`src/rtl/ysyx_220053_lsu.sv`:
```
// ysyx_220053_lsu: load/store unit with alignment check, lane shifting, load extension and bus timeout
module ysyx_220053_lsu #(
  parameter int unsigned TIMEOUT_CYC = 255
) (
  input  logic        clk,
  input  logic        rst_n,
  input  logic        in_valid,
  output logic        in_ready,
  input  logic [2:0]  mem_op,
  input  logic        mem_ren,
  input  logic        mem_wen,
  input  logic [63:0] addr,
  input  logic [63:0] wdata,
  input  logic [4:0]  rd,
  input  logic        reg_wen,
  output logic        dmem_req,
  output logic        dmem_we,
  output logic [63:0] dmem_addr,
  output logic [63:0] dmem_wdata,
  output logic [7:0]  dmem_wmask,
  input  logic        dmem_ack,
  input  logic [63:0] dmem_rdata,
  output logic        out_valid,
  input  logic        out_ready,
  output logic [63:0] out_data,
  output logic [4:0]  out_rd,
  output logic        out_wen,
  output logic [1:0]  out_exc
);
  typedef enum logic [1:0] {IDLE, REQ, RESP} state_t;
  state_t      state;
  logic [2:0]  op_r, sh_r;
  logic        wen_r;
  logic [31:0] cnt;
  logic        mem, st, mis, sx;
  logic [7:0]  smask;
  logic [63:0] fmask, f, ld_val;
  assign in_ready  = state == IDLE;
  assign dmem_req  = state == REQ;
  assign out_valid = state == RESP;
  always_comb begin
    mem    = mem_ren | mem_wen;
    st     = mem_wen & ~mem_ren;
    mis    = (mem_op[1:0] == 2'b10 & addr[0]) | (mem_op[1:0] == 2'b00 & |addr[1:0]) |
             (mem_op[1:0] == 2'b11 & |addr[2:0]);
    smask  = mem_op[1:0] == 2'b01 ? 8'h01 : mem_op[1:0] == 2'b10 ? 8'h03 :
             mem_op[1:0] == 2'b00 ? 8'h0F : 8'hFF;
    fmask  = mem_op[1:0] == 2'b01 ? 64'hFF : mem_op[1:0] == 2'b10 ? 64'hFFFF :
             mem_op[1:0] == 2'b00 ? 64'hFFFF_FFFF : '1;
    f      = dmem_rdata >> {sh_r, 3'b000};
    sx     = ~op_r[2];
    ld_val = op_r[1:0] == 2'b01 ? {{56{sx & f[7]}}, f[7:0]} :
             op_r[1:0] == 2'b10 ? {{48{sx & f[15]}}, f[15:0]} :
             op_r[1:0] == 2'b00 ? {{32{sx & f[31]}}, f[31:0]} : f;
  end
  always_ff @(posedge clk) begin
    if (!rst_n) begin
      state      <= IDLE;
      cnt        <= '0;
      op_r       <= '0;
      sh_r       <= '0;
      wen_r      <= 1'b0;
      dmem_we    <= 1'b0;
      dmem_addr  <= '0;
      dmem_wdata <= '0;
      dmem_wmask <= '0;
      out_data   <= '0;
      out_rd     <= '0;
      out_wen    <= 1'b0;
      out_exc    <= 2'b00;
    end else begin
      case (state)
        IDLE: if (in_valid) begin
          op_r       <= mem_op;
          sh_r       <= addr[2:0];
          wen_r      <= reg_wen;
          out_rd     <= rd;
          cnt        <= '0;
          dmem_addr  <= {addr[63:3], 3'b000};
          dmem_we    <= st;
          dmem_wmask <= st ? smask << addr[2:0] : 8'h00;
          dmem_wdata <= st ? (wdata & fmask) << {addr[2:0], 3'b000} : 64'h0;
          out_data   <= mem ? 64'h0 : addr;
          out_wen    <= mem ? 1'b0 : reg_wen;
          out_exc    <= mem & mis ? 2'b01 : 2'b00;
          state      <= mem & ~mis ? REQ : RESP;
        end
        REQ: if (dmem_ack) begin
          out_data <= dmem_we ? 64'h0 : ld_val;
          out_wen  <= ~dmem_we & wen_r;
          state    <= RESP;
        end else begin
          cnt <= cnt + 32'd1;
          if (TIMEOUT_CYC != 0 && cnt + 32'd1 == TIMEOUT_CYC) begin
            out_exc <= 2'b10;
            state   <= RESP;
          end
        end
        RESP: if (out_ready) state <= IDLE;
        default: state <= IDLE;
      endcase
    end
  end
endmodule

```
`config.mk`:
```
export PLATFORM = sky130hd
export DESIGN_NAME = ysyx_220053_lsu
export DESIGN_NICKNAME = d
export VERILOG_FILES = /design/src/rtl/ysyx_220053_lsu.sv
export SDC_FILE = /design/constraint.sdc
export NUM_CORES = 1
export LEC_CHECK = 0
export ABC_CLOCK_PERIOD_IN_PS = 4100
export CELL_PAD_IN_SITES_DETAIL_PLACEMENT = 1
export CELL_PAD_IN_SITES_GLOBAL_PLACEMENT = 1
export CORE_ASPECT_RATIO = 1.2
export CORE_UTILIZATION = 37
export CTS_CLUSTER_DIAMETER = 30
export CTS_CLUSTER_SIZE = 20
export DETAILED_ROUTE_END_ITERATION = 8
export GPL_TIMING_DRIVEN = 0
export HOLD_SLACK_MARGIN = 0.05
export PLACE_DENSITY = 0.87
export RECOVER_POWER = 100
export SYNTH_ARGS = -nofsm -noshare
export SYNTH_HDL_FRONTEND = slang
export SYNTH_SLANG_ARGS = --single-unit
```
`constraint.sdc`:
```
create_clock -name clk -period 4.1 [get_ports clk]
set_input_delay 0.82 -clock clk [delete_from_list [all_inputs] [get_ports clk]]
set_output_delay 0.82 -clock clk [all_outputs]
set_load 0.02 [all_outputs]
```
==> results.json, run 1 <==
{
  "slowest_stage": "dlygate4sd3_1",
  "synth_edf_count": 0,
  "crit_top_cell": "clkbuf_1",
  "crit_path_max_fanout": 10,
  "grt_usage_pct": 38.12,
  "finalPower_mw": 9.343,
  "clkSinkCount": 247,
  "hold_buffers": 0,
  "first_iter_violations": 1221,
  "ys_types": 68,
  "power_density_nw_per_um2": 465.0,
  "critPathBufInv": 3,
  "layout.nets": 2393,
  "hold_violations": 0,
  "cts_resized": 0,
  "cts_buffers": 52,
  "crit_chain": "dlygate4sd3_1 > mux2_2 > mux4_2 > a21oi_1 > nand2b_1 > clkbuf_1 > nor3_1 > clkbuf_1 > a221oi_1 > nor2_1",
  "die_area_um2": 37050,
  "yosys-top-cells-area": "dfxtp_1, nand2_1, a21oi_1",
  "synth-seq-area-share_pct": 36.83,
  "post-route-period-util_pct": 93.69,
  "gp_congestion": 1.017,
  "drv_cap": 0,
  "synth_cells": 1708,
  "grt_pass1_wl_um": 106500,
  "critPathCaptureType": "flip-flop",
  "grt_max_degree": 15,
  "chipWidth_um": 175.9,
  "finalCriticalPeriod_ns": 3.841,
  "min_path_type": "flip-flop to flip-flop",
  "timing.slew.headroom_pct": 9.977,
  "worst_slew_pin_slew_ns": 1.347,
  "clk_latency_ns": 0.59,
  "wirelength_um": 71800,
  "ys.flop_type": "dfxtp_1",
  "post-cts-setup-buffers": 0,
  "startpoint_type": "input pin",
  "grt_pass1_vias": 17240,
  "slew_viol_final": 0,
  "hpwl_um": 55000,
  "status": "finished clean",
  "cts.path.max_buffers": 3,
  "ctsHtreeMaxLevel": 2,
  "routed_via_density": 6.026,
  "crit_family": "buffers and inverters",
  "timing.fmax_mhz": 260.3,
  "antenna_found_initial": 8,
  "post-route-util_pct": 56.05,
  "ir_worst_vdd_uv": 354.3,
  "ctsRootBufferMaster": "clkbuf_16",
  "clk_pin_slew_ns": 0.05,
  "rrSetupSlack_ns": 0.46,
  "grt-ovfl-total": 0,
  "core_um2": 35850,
  "start_util_pct": 37.45,
  "drc": 0,
  "fin_skew_ns": 0.02373,
  "slowest_delay_ns": 0.65,
  "final_antenna_net_count": 0,
  "ys_warn_count": 0,
  "first_pass_iters": 5,
  "cts_tree": "built",
  "leakagePower_nw": 7.877,
  "cp.required_ns": 4.55,
  "final_cell_mix": "nand2_1, dfxtp_1, dlygate4sd3_1",
  "syn_avg_cell_area_um2": 7.860,
  "finalSetupTns_ns": 0,
  "rows": 76,
  "area_growth_pct": 49.67,
  "synth_top_area_share_pct": 36.83,
  "io_buffers": 414,
  "rsz0062_at_grt": "no",
  "critPathKind": "input pin to flip-flop",
  "async_flop_share_pct": 0,
  "arrival_ns": 4.29,
  "drive_above_1_share_pct": 7.786,
  "synth-seq-cells": 247,
  "synth_area_um2": 13420,
  "pin_count": 420,
  "final_common_cell": "nand2_1",
  "setup_viol": 0,
  "hold_ws_ns": 0.4476,
  "wl_per_cell_um": 26.65,
  "dieHeight_um": 210.7,
  "vias": 16230,
  "yosys.area.top_type": "dfxtp_1"
}
==> per-layer routing <==
| layer | vias up | part of all wire (%) | track usage, % |
|---|---|---|---|
| met2 | 839 | 51 | 68.84 |
| met4 | 4 | 6.3 | 23.36 |
| met5 | - | 0.039 | 0 |
| met3 | 242 | 7.8 | 8.819 |
| li1 | 7185 | - | - |
| met1 | 7964 | 35 | 39.80 |
==> final cells by class <==
cell class / instances / area, µm²
Antenna cell: 4 / 10.01
Buffer: 164 / 646.9
Clock buffer: 63 / 1424
Clock inverter: 35 / 504.2
Fill cell: 4308 / 15760
Inverter: 22 / 82.58
Multi-Input combinational cell: 1277 / 7750
Sequential cell: 247 / 4945
Tap cell: 468 / 585.6
Timing Repair Buffer: 414 / 4144
==> through the flow <==
stage | std cells | setup slack, ns | instance area, µm²
floorplan | 1710 | 1.352 | 13430
global placement | 2592 | 0.06909 | 18160
detailed placement | 2592 | 0.03048 | 18160
CTS | 2690 | 0.4927 | 20090
global route | 2693 | 0.1770 | 20090
finish | 2694 | 0.2586 | 20090
==> kinds of logic (layout without fill, tap and decap cells) <==
logic type / Yosys count / after routing / synth area share (%)
AO/OA/AOI/OAI: 566 / 566 / 26.85
XOR/XNOR: 11 / 11 / 0.7177
adder cells (fa/ha/maj): 7 / 7 / 0.6524
buffers and inverters: 186 / 698 / 5.453
flip-flops: 247 / 247 / 36.83
multiplexers: 96 / 96 / 10.16
other: 1 / 7 / 0.02793
AND/OR/NAND/NOR: 594 / 594 / 19.30
==> synth_stat cells (all sizes together) (4+ instances only) <==
cell	n
a32oi	9
clkbuf	134
a211oi	12
ha	7
dfxtp	247
nand4	15
xnor2	8
a22o	40
nand2	259
nor2	205
a221o	14
nor2b	6
a21o	10
nand3	21
mux2	22
and4	4
mux4	30
nor4	11
inv	19
or3	4
nor3	26
a31oi	25
and3	7
a2bb2oi	7
buf	30
a311oi	15
o22ai	8
o21ai	148
nand2b	9
nor3b	12
and2	5
nand3b	4
a21oi	185
mux2i	44
a22oi	13
a221oi	56
==> worst paths after layout <==
check / depth (start not counted) / start / end
worst max-delay path: 10 / dmem_rdata[63] / out_data[35]
worst min-delay path: 2 / dmem_wmask[2] / dmem_wmask[2]
worst max register to register: 8 / cnt[0] / out_exc[0]
worst min register to register: 2 / dmem_wmask[2] / dmem_wmask[2]
==> registers in the layout (all words and copies together) (netlist names) <==
signal,count
dmem_we,1
wen_r,1
op_r,3
cnt,32
dmem_wmask,8
out_wen,1
out_rd,5
dmem_wdata,64
state,2
out_exc,2
sh_r,3
out_data,64
dmem_addr,61
==> worst reg2reg max path, stage by stage, from the launching register on <==
cell       delay (ns)
dfxtp_1          0.43
ha_1             0.30
nand3_1          0.31
nor4_2           0.85
a21oi_1          0.16
a2111oi_0        0.35
nor4b_1          0.54
nand2_1          0.21
o311a_1          0.37
==> power by group <==
part / total (mW) / switching, mW / internal (mW)
Clock: 4.62 / 1.51 / 3.11
Combinational: 2.06 / 1.29 / 0.772
Sequential: 2.67 / 0.0975 / 2.57
Power figures use the tool's default switching activity.
==> run 2: changes to the inputs <==
--- a/config.mk
+++ b/config.mk
@@ -20,3 +20,4 @@
 export SYNTH_ARGS = -nofsm -noshare
 export SYNTH_HDL_FRONTEND = slang
 export SYNTH_SLANG_ARGS = --single-unit
+export TNS_END_PERCENT = 100
==> results of run 2 <==
The final DEF is identical to that of run 1; final timing and power are the same.
==> run 3: changes to the inputs <==
--- a/config.mk
+++ b/config.mk
@@ -10,6 +10,7 @@
 export CELL_PAD_IN_SITES_GLOBAL_PLACEMENT = 1
 export CORE_ASPECT_RATIO = 1.2
 export CORE_UTILIZATION = 37
+export CTS_BUF_LIST = sky130_fd_sc_hd__clkbuf_4 sky130_fd_sc_hd__clkbuf_8
 export CTS_CLUSTER_DIAMETER = 30
 export CTS_CLUSTER_SIZE = 20
 export DETAILED_ROUTE_END_ITERATION = 8
@@ -17,6 +18,7 @@
 export HOLD_SLACK_MARGIN = 0.05
 export PLACE_DENSITY = 0.87
 export RECOVER_POWER = 100
+export REMOVE_ABC_BUFFERS = 1
 export SYNTH_ARGS = -nofsm -noshare
 export SYNTH_HDL_FRONTEND = slang
 export SYNTH_SLANG_ARGS = --single-unit
==> results.json, run 3 (same netlist as run 1, synthesis figures left out) <==
{
  "clk_pin_slew_ns": 0.06,
  "grt_pass1_vias": 15890,
  "status": "finished with violations",
  "layout.nets": 2250,
  "ir_worst_vdd_uv": 288.0,
  "whs_endpoint": "dmem_wdata[36]",
  "ctsRootBufferMaster": "clkbuf_8",
  "finalCriticalPeriod_ns": 4.023,
  "first_pass_iters": 7,
  "min_path_type": "flip-flop to flip-flop",
  "grt_pass1_wl_um": 93850,
  "rrSetupSlack_ns": 0.10,
  "layoutNonFillerInstCount": 2554,
  "crit_path_max_fanout": 71,
  "worstReg2RegEnd": "dmem_wdata[1]",
  "rows": 76,
  "ctsHtreeMaxLevel": 2,
  "critPathCaptureType": "flip-flop",
  "drive_above_1_share_pct": 9.750,
  "crit_family": "simple AND/OR/NAND/NOR gates",
  "hold_start": "dmem_wdata[36]",
  "failed_checks": "max-capacitance violations, max-slew violations",
  "arrival_ns": 4.57,
  "hold_violations": 0,
  "grt_usage_pct": 32.50,
  "routed_via_density": 6.000,
  "r2r-start": "state[1]",
  "hpwl_um": 43130,
  "post-route-period-util_pct": 98.12,
  "final_antenna_net_count": 0,
  "final_common_cell": "nand2_1",
  "vias": 15320,
  "cts_buffers": 56,
  "core_um2": 35850,
  "crit_chain": "dlygate4sd3_1 > and2_4 > buf_16 > nand3b_1 > or3_1 > nor3_1 > a22o_1",
  "place_ws_ns": -0.8927,
  "slew_viol_final": 33,
  "drv_cap": 1,
  "grt_max_degree": 77,
  "area_growth_pct": 43.14,
  "reg_top3": "dmem_wdata (64), out_data (64), dmem_addr (61)",
  "clk_latency_ns": 0.62,
  "worst_slew_pin_slew_ns": 1.608,
  "start_util_pct": 37.45,
  "hold_buffers": 0,
  "critPathBufInv": 2,
  "first_iter_violations": 1258,
  "wirelength_um": 61590,
  "drc": 0,
  "cts_tree": "built",
  "combPwrFrac_pct": 24.1,
  "wl_per_cell_um": 24.12,
  "grt-ovfl-total": 0,
  "timing.slew.headroom_pct": -7.185,
  "startpoint_type": "input pin",
  "clkSinkCount": 247,
  "seq_power_share_pct": 33.8,
  "gp_congestion": 0.8991,
  "reg2reg_depth": 7,
  "antenna_found_initial": 5,
  "slowest_delay_ns": 1.03,
  "die_area_um2": 37050,
  "p_clk_share_pct": 42.1,
  "timing.fmax_mhz": 248.6,
  "chipWidth_um": 175.9,
  "dieHeight_um": 210.7,
  "leakagePower_nw": 7.518,
  "place_inst": 2445,
  "setup_viol": 0,
  "whs_path_depth": 2,
  "final_cell_mix": "nand2_1, dfxtp_1, dlygate4sd3_1",
  "p_sw_mw": 2.601,
  "fin_ws_ns": 0.07720,
  "rsz0062_at_grt": "no",
  "swShare_pct": 32.82,
  "pin_count": 420,
  "fin_skew_ns": 0.02472,
  "io_buffers": 416,
  "p_int_mw": 5.324,
  "post-cts-setup-buffers": 0,
  "cts.path.max_buffers": 3,
  "power_density_nw_per_um2": 412.5,
  "critPathKind": "input pin to flip-flop",
  "cp.required_ns": 4.65,
  "slowest_stage": "nor3_1"
}
## run 3: changes by cell type in the layout (fill, tap and decap cells not counted), sizes merged
cell and change:
bufinv -2, clkdlybuf4s50 +1, inv +2, clkinv +2
dlygate4sd3 -3, clkinvlp +2, buf -3, clkbuf -139
## run 3: metrics by stage
| step | util, % | setup TNS (ns) | hold slack, ns | cell area [µm²] | power (mW) |
|---|---|---|---|---|---|
| final | 53.60 | 0 | 0.4445 | 19210 | 7.925 |
| after global routing | 53.60 | 0 | 0.4665 | 19210 | 8.218 |
| after CTS | 53.66 | 0 | 0.4572 | 19240 | 8.022 |
| after detailed placement | 49.90 | -36.61 | 0.4442 | 17890 | 4.659 |
| after global placement | 48.90 | -1223.87 | 0.4354 | 17530 | 4.602 |
| after floorplan | - | -126.26 | 0.4363 | 12780 | 3.656 |
## run 3: worst max-delay path by stage
| stage | depth (start not counted) | endpoint | from |
|---|---|---|---|
| 2_1_floorplan | 4 | out_exc[1] | rst_n |
| 4_1_cts | 7 | dmem_wdata[1] | state[1] |
| 6_report | 7 | dmem_wdata[1] | in_valid |
| 5_1_grt | 9 | out_data[57] | sh_r[2] |
| 3_5_place_dp | 7 | out_data[31] | sh_r[2] |
| 3_3_place_gp | 5 | out_exc[1] | rst_n |
## run 3: power groups by stage
stage / registers (mW) / clock network (mW) / logic [mW]
floorplan: 2.91 / 0 / 0.751
global placement: 2.73 / 0 / 1.87
detailed placement: 2.73 / 0 / 1.93
CTS: 2.69 / 3.38 / 1.95
global route: 2.70 / 3.49 / 2.03
finish: 2.68 / 3.33 / 1.91
## run 3: area by class of cell
cell class / instances / area (µm²)
clock inverters: 39 / 461.7
fillers: 4241 / 16630
repair buffers: 431 / 4436
well taps: 468 / 585.6
inverters: 22 / 88.84
diodes: 4 / 10.01
clock buffers: 66 / 883.3
flip-flops and latches: 247 / 4951
multi-input cells: 1277 / 7799
## run 3: timing repair
item,in CTS,in global routing
endpoints found under the setup margin,48,1
endpoints found under the hold margin,0,0
resized for setup,3,1
## run 3: tightest hold or removal path, cell delays in order (launching register included)
cell and delay [ns]:
dfxtp_1 0.32, nand2_1 0.04, o21ai_0 0.05
## run 3: routing by layer
layer,GRT usage [%],part of all wire (%),wire length [µm],up-vias
met5,0,0.021,13,-
met4,18.35,5.4,3334,2
met3,6.407,7.0,4317,186
met2,57.15,50,30630,727
met1,36.51,38,23300,7542
li1,-,-,-,6867
